--- config.mk ---
export PLATFORM = sky130hd
export DESIGN_NAME = ps2_kbmat
export DESIGN_NICKNAME = d
export VERILOG_FILES = /design/src/rtl/ps2kbd_pkg.sv /design/src/rtl/ps2kbd_keymap.sv /design/src/rtl/ps2_kbmat.sv
export SDC_FILE = /design/constraint.sdc
export NUM_CORES = 1
export LEC_CHECK = 0
export CAP_MARGIN = 20
export CELL_PAD_IN_SITES_DETAIL_PLACEMENT = 0
export CELL_PAD_IN_SITES_GLOBAL_PLACEMENT = 2
export CORE_ASPECT_RATIO = 0.7
export CORE_MARGIN = 8
export CORE_UTILIZATION = 30
export DETAILED_ROUTE_END_ITERATION = 10
export PLACE_DENSITY_LB_ADDON = 0.1
export SKIP_LAST_GASP = 1
export SLEW_MARGIN = 30
export SYNTH_ARGS = -nofsm -noshare
export SYNTH_HDL_FRONTEND = slang
export SYNTH_HIERARCHICAL = 1
export SYNTH_SLANG_ARGS = --single-unit
--- constraint.sdc ---
create_clock -name mck -period 2.1 [get_ports mck]
set_clock_uncertainty 0.1 [all_clocks]
set_input_delay 0.21 -clock mck [delete_from_list [all_inputs] [get_ports mck]]
set_output_delay 0.21 -clock mck [all_outputs]
set_load 0.01 [all_outputs]
--- src/rtl/ps2kbd_pkg.sv ---
// Shared types and constants for the PS/2 to Z88 key matrix front-end:
// FSM encodings, PS/2 prefix bytes, ignore list and matrix positions (row*8+col).
package ps2kbd_pkg;

   typedef enum logic [1:0] {
      FRM_IDLE,
      FRM_DATA,
      FRM_PAR,
      FRM_STOP
   } frm_state_t;

   typedef enum logic {
      DEC_NORM,
      DEC_SKIP
   } dec_state_t;

   localparam logic [7:0] PS2_EXT   = 8'hE0;
   localparam logic [7:0] PS2_BRK   = 8'hF0;
   localparam logic [7:0] PS2_PAUSE = 8'hE1;

   // Pause sends E1 followed by seven more bytes that carry no key information
   localparam logic [2:0] PAUSE_SKIP = 3'd7;

   // Row 0 (ca[8])
   localparam logic [5:0] KEY_8        = 6'd0;
   localparam logic [5:0] KEY_7        = 6'd1;
   localparam logic [5:0] KEY_N        = 6'd2;
   localparam logic [5:0] KEY_H        = 6'd3;
   localparam logic [5:0] KEY_Y        = 6'd4;
   localparam logic [5:0] KEY_6        = 6'd5;
   localparam logic [5:0] KEY_ENTER    = 6'd6;
   localparam logic [5:0] KEY_DEL      = 6'd7;
   // Row 1
   localparam logic [5:0] KEY_I        = 6'd8;
   localparam logic [5:0] KEY_U        = 6'd9;
   localparam logic [5:0] KEY_B        = 6'd10;
   localparam logic [5:0] KEY_G        = 6'd11;
   localparam logic [5:0] KEY_T        = 6'd12;
   localparam logic [5:0] KEY_5        = 6'd13;
   localparam logic [5:0] KEY_UP       = 6'd14;
   localparam logic [5:0] KEY_BSLASH   = 6'd15;
   // Row 2
   localparam logic [5:0] KEY_O        = 6'd16;
   localparam logic [5:0] KEY_J        = 6'd17;
   localparam logic [5:0] KEY_V        = 6'd18;
   localparam logic [5:0] KEY_F        = 6'd19;
   localparam logic [5:0] KEY_R        = 6'd20;
   localparam logic [5:0] KEY_4        = 6'd21;
   localparam logic [5:0] KEY_DOWN     = 6'd22;
   localparam logic [5:0] KEY_EQUAL    = 6'd23;
   // Row 3
   localparam logic [5:0] KEY_9        = 6'd24;
   localparam logic [5:0] KEY_K        = 6'd25;
   localparam logic [5:0] KEY_C        = 6'd26;
   localparam logic [5:0] KEY_D        = 6'd27;
   localparam logic [5:0] KEY_E        = 6'd28;
   localparam logic [5:0] KEY_3        = 6'd29;
   localparam logic [5:0] KEY_RIGHT    = 6'd30;
   localparam logic [5:0] KEY_MINUS    = 6'd31;
   // Row 4
   localparam logic [5:0] KEY_P        = 6'd32;
   localparam logic [5:0] KEY_M        = 6'd33;
   localparam logic [5:0] KEY_X        = 6'd34;
   localparam logic [5:0] KEY_S        = 6'd35;
   localparam logic [5:0] KEY_W        = 6'd36;
   localparam logic [5:0] KEY_A        = 6'd37;
   localparam logic [5:0] KEY_LEFT     = 6'd38;
   localparam logic [5:0] KEY_RBRACKET = 6'd39;
   // Row 5
   localparam logic [5:0] KEY_0        = 6'd40;
   localparam logic [5:0] KEY_L        = 6'd41;
   localparam logic [5:0] KEY_Z        = 6'd42;
   localparam logic [5:0] KEY_2        = 6'd43;
   localparam logic [5:0] KEY_Q        = 6'd44;
   localparam logic [5:0] KEY_1        = 6'd45;
   localparam logic [5:0] KEY_SPACE    = 6'd46;
   localparam logic [5:0] KEY_LBRACKET = 6'd47;
   // Row 6
   localparam logic [5:0] KEY_APOS     = 6'd48;
   localparam logic [5:0] KEY_SEMI     = 6'd49;
   localparam logic [5:0] KEY_COMMA    = 6'd50;
   localparam logic [5:0] KEY_MENU     = 6'd51;
   localparam logic [5:0] KEY_DIAMOND  = 6'd52;
   localparam logic [5:0] KEY_TAB      = 6'd53;
   localparam logic [5:0] KEY_SQUARE   = 6'd54;
   localparam logic [5:0] KEY_HELP     = 6'd55;
   // Row 7
   localparam logic [5:0] KEY_POUND    = 6'd56;
   localparam logic [5:0] KEY_SLASH    = 6'd57;
   localparam logic [5:0] KEY_PERIOD   = 6'd58;
   localparam logic [5:0] KEY_CAPS     = 6'd59;
   localparam logic [5:0] KEY_INDEX    = 6'd60;
   localparam logic [5:0] KEY_ESC      = 6'd61;
   localparam logic [5:0] KEY_LSHIFT   = 6'd62;
   localparam logic [5:0] KEY_RSHIFT   = 6'd63;

   // Keyboard status/ack codes that also cancel any pending prefix
   function automatic logic is_ignored(input logic [7:0] code);
      case (code)
         8'h00, 8'hAA, 8'hEE, 8'hFA, 8'hFE, 8'hFF: return 1'b1;
         default:                                  return 1'b0;
      endcase
   endfunction

endpackage

--- src/rtl/ps2kbd_keymap.sv ---
// Combinational scancode ROM: {ext, set-2 code} -> {valid, Z88 matrix index}.
module ps2kbd_keymap
   import ps2kbd_pkg::*;
(
   input  logic       ext,
   input  logic [7:0] code,
   output logic       valid,
   output logic [5:0] idx
);

   always_comb begin
      valid = 1'b1;
      idx   = '0;
      case ({ext, code})
         9'h01C: idx = KEY_A;
         9'h032: idx = KEY_B;
         9'h021: idx = KEY_C;
         9'h023: idx = KEY_D;
         9'h024: idx = KEY_E;
         9'h02B: idx = KEY_F;
         9'h034: idx = KEY_G;
         9'h033: idx = KEY_H;
         9'h043: idx = KEY_I;
         9'h03B: idx = KEY_J;
         9'h042: idx = KEY_K;
         9'h04B: idx = KEY_L;
         9'h03A: idx = KEY_M;
         9'h031: idx = KEY_N;
         9'h044: idx = KEY_O;
         9'h04D: idx = KEY_P;
         9'h015: idx = KEY_Q;
         9'h02D: idx = KEY_R;
         9'h01B: idx = KEY_S;
         9'h02C: idx = KEY_T;
         9'h03C: idx = KEY_U;
         9'h02A: idx = KEY_V;
         9'h01D: idx = KEY_W;
         9'h022: idx = KEY_X;
         9'h035: idx = KEY_Y;
         9'h01A: idx = KEY_Z;
         9'h045: idx = KEY_0;
         9'h016: idx = KEY_1;
         9'h01E: idx = KEY_2;
         9'h026: idx = KEY_3;
         9'h025: idx = KEY_4;
         9'h02E: idx = KEY_5;
         9'h036: idx = KEY_6;
         9'h03D: idx = KEY_7;
         9'h03E: idx = KEY_8;
         9'h046: idx = KEY_9;
         9'h05A: idx = KEY_ENTER;
         9'h066: idx = KEY_DEL;
         9'h029: idx = KEY_SPACE;
         9'h00D: idx = KEY_TAB;
         9'h076: idx = KEY_ESC;
         9'h012: idx = KEY_LSHIFT;
         9'h059: idx = KEY_RSHIFT;
         9'h058: idx = KEY_CAPS;
         9'h04E: idx = KEY_MINUS;
         9'h055: idx = KEY_EQUAL;
         9'h054: idx = KEY_LBRACKET;
         9'h05B: idx = KEY_RBRACKET;
         9'h05D: idx = KEY_BSLASH;
         9'h04C: idx = KEY_SEMI;
         9'h052: idx = KEY_APOS;
         9'h041: idx = KEY_COMMA;
         9'h049: idx = KEY_PERIOD;
         9'h04A: idx = KEY_SLASH;
         9'h00E: idx = KEY_POUND;
         // F1..F3 and the modifier keys stand in for the Z88 special keys
         9'h005: idx = KEY_HELP;
         9'h006: idx = KEY_INDEX;
         9'h004: idx = KEY_MENU;
         9'h014: idx = KEY_DIAMOND;
         9'h011: idx = KEY_SQUARE;
         9'h175: idx = KEY_UP;
         9'h172: idx = KEY_DOWN;
         9'h16B: idx = KEY_LEFT;
         9'h174: idx = KEY_RIGHT;
         9'h15A: idx = KEY_ENTER;
         9'h171: idx = KEY_DEL;
         9'h114: idx = KEY_DIAMOND;
         9'h111: idx = KEY_SQUARE;
         default: valid = 1'b0;
      endcase
   end

endmodule

--- src/rtl/ps2_kbmat.sv ---
// PS/2 keyboard receiver producing the live 64-bit Z88 key matrix in the mck domain.
// Define PS2KBD_PARITY_CHK_EN to reject frames whose odd parity does not check.
module ps2_kbmat
   import ps2kbd_pkg::*;
#(
   parameter int FILT_LEN = 8,
   parameter int TIMEOUT  = 9830
)(
   input  logic        mck,
   input  logic        rin,
   input  logic        ps2_clk,
   input  logic        ps2_dat,
   input  logic        clr_all,
   output logic [63:0] kbmat,
   output logic        key_evt,
   output logic        frm_err
);

   localparam int FW = $clog2(FILT_LEN + 1);
   localparam int TW = $clog2(TIMEOUT + 1);

   logic [1:0]    clk_s, dat_s;
   logic          filt_clk;
   logic [FW-1:0] filt_cnt;
   logic          fall, fall_dat;

   frm_state_t    frm_state;
   logic [7:0]    shreg, rx_byte;
   logic [2:0]    bit_cnt;
   logic [TW-1:0] tmo_cnt;
   logic          byte_v, tmo;
`ifdef PS2KBD_PARITY_CHK_EN
   logic          par_bit;
`endif

   dec_state_t    dec_state;
   logic [2:0]    skip_cnt;
   logic          ext, brk;
   logic          map_valid;
   logic [5:0]    map_idx;
   logic          lk_v, lk_make;
   logic [5:0]    lk_idx;

   // Synchronise both lines; the clock level moves only after FILT_LEN agreeing samples
   always_ff @(posedge mck) begin
      if (rin) begin
         clk_s    <= 2'b11;
         dat_s    <= 2'b11;
         filt_clk <= 1'b1;
         filt_cnt <= '0;
         fall     <= 1'b0;
         fall_dat <= 1'b0;
      end else begin
         clk_s <= {clk_s[0], ps2_clk};
         dat_s <= {dat_s[0], ps2_dat};
         fall  <= 1'b0;
         if (clk_s[1] == filt_clk) begin
            filt_cnt <= '0;
         end else if (filt_cnt == FW'(FILT_LEN - 1)) begin
            filt_clk <= clk_s[1];
            filt_cnt <= '0;
            fall     <= ~clk_s[1];
            fall_dat <= dat_s[1];
         end else begin
            filt_cnt <= filt_cnt + FW'(1);
         end
      end
   end

   // Frame FSM; a stalled frame is abandoned after TIMEOUT cycles without a fall
   always_ff @(posedge mck) begin
      if (rin) begin
         frm_state <= FRM_IDLE;
         shreg     <= '0;
         rx_byte   <= '0;
         bit_cnt   <= '0;
         tmo_cnt   <= '0;
         byte_v    <= 1'b0;
         tmo       <= 1'b0;
         frm_err   <= 1'b0;
`ifdef PS2KBD_PARITY_CHK_EN
         par_bit   <= 1'b0;
`endif
      end else begin
         byte_v  <= 1'b0;
         tmo     <= 1'b0;
         frm_err <= 1'b0;
         if (fall || frm_state == FRM_IDLE)
            tmo_cnt <= '0;
         else
            tmo_cnt <= tmo_cnt + TW'(1);

         if (!fall && frm_state != FRM_IDLE && tmo_cnt == TW'(TIMEOUT - 1)) begin
            frm_state <= FRM_IDLE;
            frm_err   <= 1'b1;
            tmo       <= 1'b1;
         end else if (fall) begin
            unique case (frm_state)
               FRM_IDLE: begin
                  if (!fall_dat) begin
                     frm_state <= FRM_DATA;
                     bit_cnt   <= '0;
                  end
               end
               FRM_DATA: begin
                  shreg   <= {fall_dat, shreg[7:1]};
                  bit_cnt <= bit_cnt + 3'd1;
                  if (bit_cnt == 3'd7)
                     frm_state <= FRM_PAR;
               end
               FRM_PAR: begin
`ifdef PS2KBD_PARITY_CHK_EN
                  par_bit <= fall_dat;
`endif
                  frm_state <= FRM_STOP;
               end
               FRM_STOP: begin
                  frm_state <= FRM_IDLE;
`ifdef PS2KBD_PARITY_CHK_EN
                  if (fall_dat && (^{shreg, par_bit})) begin
`else
                  if (fall_dat) begin
`endif
                     byte_v  <= 1'b1;
                     rx_byte <= shreg;
                  end else begin
                     frm_err <= 1'b1;
                  end
               end
            endcase
         end
      end
   end

   ps2kbd_keymap u_keymap (
      .ext   (ext),
      .code  (rx_byte),
      .valid (map_valid),
      .idx   (map_idx)
   );

   // Decoder: prefix tracking, pause skipping and the registered keymap lookup
   always_ff @(posedge mck) begin
      if (rin) begin
         dec_state <= DEC_NORM;
         skip_cnt  <= '0;
         ext       <= 1'b0;
         brk       <= 1'b0;
         lk_v      <= 1'b0;
         lk_idx    <= '0;
         lk_make   <= 1'b0;
      end else begin
         lk_v <= 1'b0;
         if (tmo) begin
            ext <= 1'b0;
            brk <= 1'b0;
         end else if (byte_v) begin
            if (dec_state == DEC_SKIP) begin
               skip_cnt <= skip_cnt - 3'd1;
               if (skip_cnt == 3'd1)
                  dec_state <= DEC_NORM;
            end else if (rx_byte == PS2_EXT) begin
               ext <= 1'b1;
            end else if (rx_byte == PS2_BRK) begin
               brk <= 1'b1;
            end else if (rx_byte == PS2_PAUSE) begin
               dec_state <= DEC_SKIP;
               skip_cnt  <= PAUSE_SKIP;
               ext       <= 1'b0;
               brk       <= 1'b0;
            end else begin
               ext <= 1'b0;
               brk <= 1'b0;
               if (!is_ignored(rx_byte)) begin
                  lk_v    <= map_valid;
                  lk_idx  <= map_idx;
                  lk_make <= ~brk;
               end
            end
         end
      end
   end

   // clr_all wins over a same-cycle key update and suppresses its event
   always_ff @(posedge mck) begin
      if (rin) begin
         kbmat   <= '0;
         key_evt <= 1'b0;
      end else begin
         key_evt <= 1'b0;
         if (clr_all) begin
            kbmat <= '0;
         end else if (lk_v) begin
            kbmat[lk_idx] <= lk_make;
            key_evt       <= 1'b1;
         end
      end
   end

endmodule

Yosys cells after proc, flatten, opt, wreduce, memory -nomap -nowiden

Cells that the tools add are included.

Bits in registers: 128
Input bits: 5
Output and inout port bits: 66

Add/subtract/negate cells: 4
Magnitude comparators: 2
Eq/ne operators: 89
Mux-type cells: 37
Bitwise gates (word level): 14
Reduce and logical (&&, ||, !) cells: 34

Operators with widths:

| kind                                                | count |
|---|---|
| one-hot mux 6 bit (63 select lines)                 | 1 |
| equality test 9 x 6 -> 1 bit, second input constant | 23 |
| equality test 9 x 7 -> 1 bit, second input constant | 22 |
| equality test 9 x 5 -> 1 bit, second input constant | 10 |
| equality test 9 bit, second input constant          | 8 |
| OR reduction 68 bit                                 | 1 |
| bitwise mux 64 bit                                  | 1 |
| equality test 8 bit, second input constant          | 8 |
| equality test 9 x 3 -> 1 bit, second input constant | 3 |
| 2-to-1 mux 1 bit                                    | 25 |
| equality test 9 x 4 -> 1 bit, second input constant | 2 |
| OR reduction 2 bit                                  | 8 |
| 2-to-1 mux 3 bit                                    | 5 |
| adder 14 x 1 -> 14 bit, second input constant       | 1 |
| equality test 14 bit, second input constant         | 1 |
| NOT 1 bit                                           | 14 |
| AND reduction 3 bit                                 | 4 |
| inequality test 2 bit, second input constant        | 5 |
| logical NOT 8 bit                                   | 1 |
| one-hot mux 2 bit (4 select lines)                  | 1 |
| AND reduction 4 bit                                 | 2 |
| OR reduction 8 bit                                  | 1 |
| < comparator 6 x 7 -> 1 bit, second input constant  | 1 |
| AND reduction 7 bit                                 | 1 |
| 23 further kinds                                    | 31 |

Longest topological paths before layout

Gate-level depths: netlist of run 1.

Depth after elaboration: 12
Mapped depth: 10
Mapped depth without buffers: 8

By module

Netlist of run 1, hierarchy kept.

By module, submodules not included:

| module        | instances | cells an instance | area an instance (µm²) | sequential area each (µm²) |
|---|---|---|---|---|
| ps2_kbmat     | 1         | 624               | 5220.0                 | 2562.5 |
| ps2kbd_keymap | 1         | 212               | 1267.5                 | 0.0 |

Least setup slack after synthesis of run 1

OpenSTA, ideal clock, no wires.

Path kind: flip-flop to flip-flop
From: register rx_byte[2]
To: register lk_make
Library setup time: 0.121 ns
Arrival: 1.799 ns
Data required time: 1.879 ns
Slack: 0.080 ns
Stages on the path, launching flop included: 6
Buffers on the path: 0
Period minus slack after synthesis: 2.020 ns
Cell sequence: dfxtp_1 > or3_4 > nor4b_2 > or3_4 > nor3_4 > mux2_4

Longest elaborated chain between the ends: 12
Elaborated cells on any way between the ends: 23
Those cells by class: 8 x eq/ne; 8 x mux; 4 x bitwise; 3 x reduce/logical

Ends and longest elaborated chain:

| element                                                  | RTL line         | source |
|---|---|---|
| from (decl)                                              | ps2_kbmat.sv:28  | `logic [7:0] shreg, rx_byte;` |
| from (signal assigned)                                   | ps2_kbmat.sv:125 | `rx_byte <= shreg;` |
| equality test 8 bit or logical NOT 8 bit (tied branches) | ps2kbd_pkg.sv:99 | `case (code)` |
| OR reduction 6 bit                                       | ps2kbd_pkg.sv:99 |  |
| 2-to-1 mux 1 bit                                         | ps2kbd_pkg.sv:99 |  |
| 2-to-1 mux 1 bit                                         | ps2_kbmat.sv:166 | `end else if (rx_byte == PS2_PAUSE) begin` |
| 2-to-1 mux 1 bit                                         | ps2_kbmat.sv:164 | `end else if (rx_byte == PS2_BRK) begin` |
| 2-to-1 mux 1 bit                                         | ps2_kbmat.sv:162 | `end else if (rx_byte == PS2_EXT) begin` |
| 2-to-1 mux 1 bit                                         | ps2_kbmat.sv:158 | `if (dec_state == DEC_SKIP) begin` |
| 2-to-1 mux 1 bit                                         | ps2_kbmat.sv:157 | `end else if (byte_v) begin` |
| 2-to-1 mux 1 bit                                         | ps2_kbmat.sv:154 | `if (tmo) begin` |
| 2-to-1 mux 1 bit                                         | ps2_kbmat.sv:144 | `if (rin) begin` |
| NOT 1 bit (no line)                                      | -                |  |
| AND reduction 7 bit (no line) (*)                        | -                |  |
| to (signal assigned)                                     | ps2_kbmat.sv:177 | `lk_make <= ~brk;` |
| to (decl)                                                | ps2_kbmat.sv:41  | `logic lk_v, lk_make;` |

Mark *: on every way between the ends. The rest lies on a longest branch, timed or not. The select of a mux whose other input is x is not followed.
A chain may end at the register's enable or synchronous reset.

Worst setup path in the final report of run 1

From: register rx_byte[7]
To: register lk_idx[1]

Elaborated cells on any way between the ends: 95
Those cells by class: 75 x eq/ne; 9 x mux; 4 x bitwise; 7 x reduce/logical

RTL lines:

| element                                                    | RTL line            | source |
|---|---|---|
| equality test 9 x 5 -> 1 bit, or another cell as far along | ps2kbd_keymap.sv:14 | `case ({ext, code})` |
| OR reduction 2 bit (no line)                               | -                   |  |
| one-hot mux 6 bit (63 select lines) (*)                    | ps2kbd_keymap.sv:14 |  |
| via map_idx[1]                                             | ps2_kbmat.sv:40     | `logic [5:0] map_idx;` |
| to (signal assigned)                                       | ps2_kbmat.sv:176    | `lk_idx <= map_idx;` |
| to (decl)                                                  | ps2_kbmat.sv:42     | `logic [5:0] lk_idx;` |

Mark *: on every way through the listed nets, which the timed path passes. The rest lies on a longest branch. The select of a mux whose other input is x is not followed.

==> impl_metrics.json, run 1 <==
{
  "status": "finished with violations",
  "violations": "setup timing",
  "io-pin-count": 71,
  "rsz0062_at_grt": "yes",
  "end_kind": "flop",
  "drc_errors": 0,
  "clockBufferDepth": 2,
  "num_vias": 7075,
  "grtUsageTotal_pct": 19.3,
  "final_cell_mix": "122 x buf_4, 120 x dfxtp_1, 95 x nand3_1",
  "cts_buffers": 17,
  "overflow": 0,
  "synthFlopType": "dfxtp_1",
  "p_sw_share_pct": 22.9,
  "num-nets-final": 1015,
  "place.gp.congestion": 0.966,
  "cts_root_buffer": "clkbuf_16",
  "power_density_nw_per_um2": 612,
  "n_fill_cell": 2151,
  "synth-edff-count": 0,
  "hold_viol": 0,
  "dpl_cell_area_um2": 8270,
  "antenna_left": 0,
  "netlist_area_um2": 6490,
  "clk_pin_slew_worst_paths_ns": 0.06,
  "final_util_pct": 43.2,
  "yosysSeqAreaShare_pct": 39.5,
  "antenna_found_initial": 0,
  "async_flop_share_pct": 0,
  "stdcell_area_um2": 9260,
  "finalWorstSetupSlack_ns": -0.126,
  "hold_start": "ps2_dat",
  "post-place-ws_ns": -0.308,
  "crit_path_frequent_cell": "buf_6",
  "cpPeakStageDelay_ns": 0.42,
  "yosysWarnings": 6,
  "wl_per_cell_um": 20.0,
  "ys_ff_latch": 128,
  "p_switching_mw": 1.30,
  "dieArea_um2": 26700,
  "grt_pass1_wl_um": 40100,
  "dpl.hpwl_um": 19200,
  "finalWirelength_um": 26000,
  "seq_power_share_pct": 42.9,
  "max_freq_mhz": 449,
  "p_int_mw": 4.36,
  "post-route-min-period_ns": 2.23,
  "crit_path_start": "rx_byte[7]",
  "syn_inst": 836,
  "port_buffers": 70,
  "die_y_um": 139,
  "min_period_over_period_pct": 106,
  "final_common_cell": "buf_4",
  "slowest_stage": "or3_4",
  "instances_no_fill": 1295,
  "die_w_um": 192,
  "viasPerCell": 5.46,
  "grt_pass1_vias": 6809,
  "areaGrowthSynthToFinish_pct": 42.7,
  "maxSlewHeadroom_pct": 42.6,
  "leakagePower_nw": 3.21,
  "p_clk_share_pct": 56.0,
  "critPathLaunchType": "flop",
  "finalMaxSlewViolations": 0,
  "hold_slack_ns": 0.252,
  "first_pass_iters": 5,
  "start_util_pct": 30.2,
  "fp.coreArea_um2": 21500,
  "layout-drive-gt1-share_pct": 23.0,
  "synthesis.nets": 852,
  "htree_levels": 4,
  "worstPathCellList": "buf_6 -> or3_4 -> or2_4 -> buf_6 -> buf_6 -> o22ai_4 -> a21oi_2 -> nor2_1 -> nand4b_1 -> nand2b_1 -> mux2i_1",
  "crit_fanout": 6,
  "syn_area_per_cell_um2": 7.76,
  "synth.distinct_cells": 68,
  "fp-row-count": 45,
  "worstPathArrival_ns": 2.47,
  "finalSetupViolCount": 6,
  "clkLatencyLatePin_ns": 0.42,
  "cts.sinks": 128,
  "critPathKind": "flop to flop",
  "critPathRequiredTime_ns": 2.34,
  "drv_cap": 0,
  "p_comb_share_pct": 1.1,
  "r2r_start": "rx_byte[7]",
  "hold_path_class": "primary input to flop",
  "grt_start_max_net_pins": 59,
  "cts_tree": "built",
  "vdd_drop_max_v": 0.000486,
  "tightest_slew_ns": 0.854,
  "first_iter_violations": 718,
  "dp.cells": 1253
}
==> sequential cells by signal (all words and copies together), names as in the netlist, 2 cells and up <==
register / flops
kbmat: 64
bit_cnt: 3
rx_byte: 8
clk_s: 2
frm_state: 2
skip_cnt: 3
dat_s: 2
shreg: 8
tmo_cnt: 14
filt_cnt: 4
lk_idx: 6
==> synth_stat cells (3+ instances only) <==
master / count / area, um^2
mux2i_1: 8 / 80.1
xor2_1: 10 / 87.6
xnor2_1: 7 / 61.3
nor4_1: 13 / 81.3
clkbuf_1: 35 / 131
ha_1: 11 / 138
dfxtp_1: 128 / 2560
nand4b_1: 3 / 26.3
a21oi_1: 95 / 475
or2_2: 8 / 50.1
a31oi_1: 8 / 50.1
o21ai_0: 80 / 400
nor3b_1: 3 / 22.5
inv_1: 15 / 56.3
and3_1: 8 / 50.1
nor4b_1: 3 / 26.3
a211oi_1: 4 / 30.0
nor2_1: 69 / 259
buf_2: 15 / 75.1
buf_1: 7 / 26.3
o41ai_1: 3 / 26.3
buf_6: 3 / 33.8
nand3b_1: 4 / 30.0
nor3_1: 22 / 110
nand2b_1: 28 / 175
or3_4: 3 / 33.8
nor2b_1: 9 / 56.3
or3_1: 3 / 18.8
nand3_1: 98 / 490
nand2_1: 61 / 229
o22ai_1: 12 / 75.1
nand4_1: 13 / 81.3
==> path summary, 6_finish.rpt <==
| path | end | slack [ns] | cells after the start |
|---|---|---|---|
| max | lk_idx[1] | -0.13 | 11 |
| min | dat_s[0] | 0.25 | 2 |
| max reg2reg | lk_idx[1] | -0.13 | 11 |
| min reg2reg | clk_s[1] | 0.31 | 1 |
==> cell families (layout without fill, tap and decap cells) <==
logic type                 after synthesis  in the layout  synth area share [%]
buffers and inverters                   76            252                  5.05
other                                    0              1                     0
DFF                                    128            128                  39.5
and+or+nand+nor                        365            365                  29.4
adders and majority gates               11             11                  2.12
muxes                                    9              9                  1.47
xor gates and xnor gates                17             17                  2.30
AOI/OAI and AO/OA                      230            230                  20.2
==> cell type report <==
type / instances / area, um^2 / share of cell area (%)
Antenna cell: 1 / 2.50 / 0.0270
Clock inverter: 14 / 193 / 2.08
Tap cell: 282 / 353 / 3.81
Inverter: 15 / 56.3 / 0.608
Clock buffer: 18 / 429 / 4.64
Sequential cell: 128 / 2580 / 27.9
Timing Repair Buffer: 205 / 1800 / 19.5
Multi-Input combinational cell: 632 / 3840 / 41.5
==> worst max-delay path, delay by kind of cell (launching register included) <==
kind | cells | cell delay [ns]
AO/OA/AOI/OAI | 2 | 0.23
buffers and inverters | 3 | 0.36
flip-flops | 1 | 0.36
AND/OR/NAND/NOR | 5 | 0.95
multiplexers | 1 | 0.14
==> power groups by stage <==
stage / Sequential (mW) / Combinational, mW / Clock, mW
after CTS: 2.43 / 0.0642 / 3.24
after global routing: 2.43 / 0.0698 / 3.37
final: 2.43 / 0.0643 / 3.17
after global placement: 2.49 / 0.0634 / 0
after detailed placement: 2.49 / 0.0644 / 0
after floorplan: 2.49 / 0.0382 / 0
==> what timing repair did <==
| item | 4_1_cts | 5_1_grt |
|---|---|---|
| gates resized for setup | 46 | 25 |
| setup buffers | 7 | 2 |
| pin swaps | 15 | 16 |
| gates cloned | 0 | 0 |
| setup endpoints to repair | 8 | 9 |
| hold buffers | 0 | 0 |
| endpoints found under the hold margin | 0 | 0 |
==> routing by layer <==
metal | routed length, um | GRT usage, %
met1 | 12500 | 27.8
met2 | 11000 | 27.4
met3 | 1990 | 4.75
met4 | 474 | 5.98
met5 | 0 | 0
==> per-stage QoR <==
step | power [mW] | TNS [ns]
after floorplan | 2.53 | 0
after global placement | 2.55 | -1.85
after detailed placement | 2.55 | -1.73
after CTS | 5.74 | -0.362
after global routing | 5.87 | -1.12
final | 5.66 | -0.473
Note: power is estimated with default switching activity, not from simulation.
==> run 2: changes to the inputs <==
--- a/config.mk
+++ b/config.mk
@@ -12,6 +12,7 @@
 export CORE_MARGIN = 8
 export CORE_UTILIZATION = 30
 export DETAILED_ROUTE_END_ITERATION = 10
+export GPL_TIMING_DRIVEN = 0
 export PLACE_DENSITY_LB_ADDON = 0.1
 export SKIP_LAST_GASP = 1
 export SLEW_MARGIN = 30
==> run 2 against run 1 <==
  * The run still ends with setup timing left
  * Die area unchanged
  * Sequential power about the same
  * Core utilization down 1.5 points
  * Sequential cell count unchanged
  * Critical path depth down 3
  * Maximum frequency up 0.24%
==> impl_metrics.json, run 2 (same netlist as run 1, synthesis figures left out) <==
{
  "diodes": 0,
  "n_fill_cell": 2168,
  "min_period_over_period_pct": 106,
  "clkLatencyLatePin_ns": 0.42,
  "cts_buffers": 17,
  "first_iter_violations": 656,
  "tightest_slew_ns": 0.890,
  "start_util_pct": 30.2,
  "antenna_left": 0,
  "dpl.hpwl_um": 18200,
  "critPathRequiredTime_ns": 2.35,
  "end_kind": "flop",
  "p_total_mw": 5.35,
  "layout-drive-gt1-share_pct": 19.3,
  "io-pin-count": 71,
  "setup_tns_ns": -0.526,
  "drc_errors": 0,
  "reg2reg_to": "lk_idx[1]",
  "worstPathArrival_ns": 2.47,
  "finalSetupViolCount": 7,
  "crit_path_frequent_cell": "nor3b_2",
  "drv_cap": 0,
  "finalWirelength_um": 25500,
  "first_pass_iters": 6,
  "maxSlewHeadroom_pct": 40.5,
  "place.gp.congestion": 0.910,
  "final_common_cell": "dfxtp_1",
  "largest-register": "kbmat",
  "leakagePower_nw": 2.91,
  "grt_pass1_vias": 6543,
  "finalMaxSlewViolations": 0,
  "dieArea_um2": 26700,
  "instances_no_fill": 1255,
  "critPathKind": "flop to flop",
  "post-route-min-period_ns": 2.22,
  "cts.sinks": 128,
  "crit_buf_inv": 1,
  "hold_start": "ps2_dat",
  "status": "finished with violations",
  "r2r_start": "ext",
  "critPathLaunchType": "flop",
  "max_freq_mhz": 450,
  "fp-row-count": 45,
  "hold_viol": 0,
  "die_y_um": 139,
  "cts_root_buffer": "clkbuf_16",
  "areaGrowthSynthToFinish_pct": 37.8,
  "worstPathCellList": "buf_6 -> nor3b_2 -> nand3_2 -> a2111oi_2 -> nor3b_2 -> nand4b_1 -> nand2b_1 -> mux2i_1",
  "htree_levels": 4,
  "r2r_slack_ns": -0.12,
  "r2r_cells": 8,
  "hold_path_class": "primary input to flop",
  "overflow": 0,
  "crit_path_start": "ext",
  "num_vias": 6991,
  "die_w_um": 192,
  "fp.coreArea_um2": 21500,
  "clockBufferDepth": 2,
  "grt_start_max_net_pins": 17,
  "antenna_found_initial": 0,
  "violations": "setup timing",
  "grtUsageTotal_pct": 18.7,
  "vdd_drop_max_v": 0.000463,
  "crit_fanout": 10,
  "rsz0062_at_grt": "yes",
  "largest_reg_flops": 64,
  "holdPathStages": 2,
  "dp.cells": 1190,
  "hold-path-endpoint": "dat_s[0]",
  "wl_per_cell_um": 20.4,
  "power_density_nw_per_um2": 599,
  "port_buffers": 70,
  "num-nets-final": 976,
  "finalWorstSetupSlack_ns": -0.120,
  "cpPeakStageDelay_ns": 0.48,
  "cts_tree": "built",
  "grt_pass1_wl_um": 38800,
  "final_cell_mix": "120 x dfxtp_1, 93 x nand3_1, 92 x a21oi_1",
  "postCtsHoldBufs": 0,
  "path_delay_family": "simple AND/OR/NAND/NOR gates",
  "viasPerCell": 5.57,
  "clk_pin_slew_worst_paths_ns": 0.06,
  "largest_registers": "kbmat (64), tmo_cnt (14)",
  "post-place-ws_ns": -0.759,
  "slowest_stage": "a2111oi_2"
}
run 2: cell types whose count changed in the layout (fill, tap and decap cells not counted), sizes merged:
| cell | before | now |
|---|---|---|
| clkinvlp | 1 | 2 |
| diode | 1 | 0 |
| clkbuf | 18 | 53 |
| buf | 135 | 63 |
| bufinv | 3 | 0 |
| clkinv | 2 | 4 |
| inv | 23 | 21 |
run 2: worst max path at each step:
stage,slack (ns),endpoint,cells after the start
after floorplan,0.08,lk_make,5
after global placement,-1.13,lk_v,9
after detailed placement,-0.76,lk_v,9
after CTS,-0.19,lk_v,11
after global routing,-0.24,lk_idx[1],11
final,-0.12,lk_idx[1],8
run 2: per-stage QoR:
step / hold WS [ns] / area (um^2) / util, %
6_report: 0.244 / 8940 / 41.7
5_1_grt: 0.258 / 8940 / 41.7
4_1_cts: 0.227 / 8630 / 40.2
3_5_place_dp: 0.296 / 7570 / 35.3
3_3_place_gp: 0.297 / 7540 / 35.2
2_1_floorplan: 0.214 / 6490 / -
run 2: area by class of cell:
cell class / count / area (um^2) / share of cell area, %
buffer: 59 / 374 / 4.18
clock buffer: 20 / 467 / 5.22
clock inverter: 12 / 97.6 / 1.09
inverter: 15 / 56.3 / 0.630
multi-input combinational: 632 / 3990 / 44.7
sequential: 128 / 2580 / 28.9
tap: 282 / 353 / 3.95
timing repair buffer: 107 / 1010 / 11.4
run 2: where the power goes:
group,total (mW),leakage [nW],switching [mW],internal [mW]
sequential,2.43,1.04,0.00173,2.43
clock,2.86,0.276,1.23,1.63
combinational,0.0655,1.60,0.0458,0.0197
run 2: repair_timing:
| action | CTS | global route |
|---|---|---|
| pin swaps | 24 | 20 |
| endpoints found under the setup margin | 21 | 52 |
| buffers inserted | 21 | 16 |
| gates resized for setup | 89 | 56 |
run 2: layer usage:
| layer | wire length [um] | GRT usage, % | vias up |
|---|---|---|---|
| li1 | - | - | 3271 |
| met1 | 12300 | 27.2 | 3394 |
| met2 | 10900 | 26.5 | 290 |
| met3 | 1900 | 4.65 | 36 |
| met4 | 395 | 5.49 | 0 |
| met5 | 0 | 0 | - |
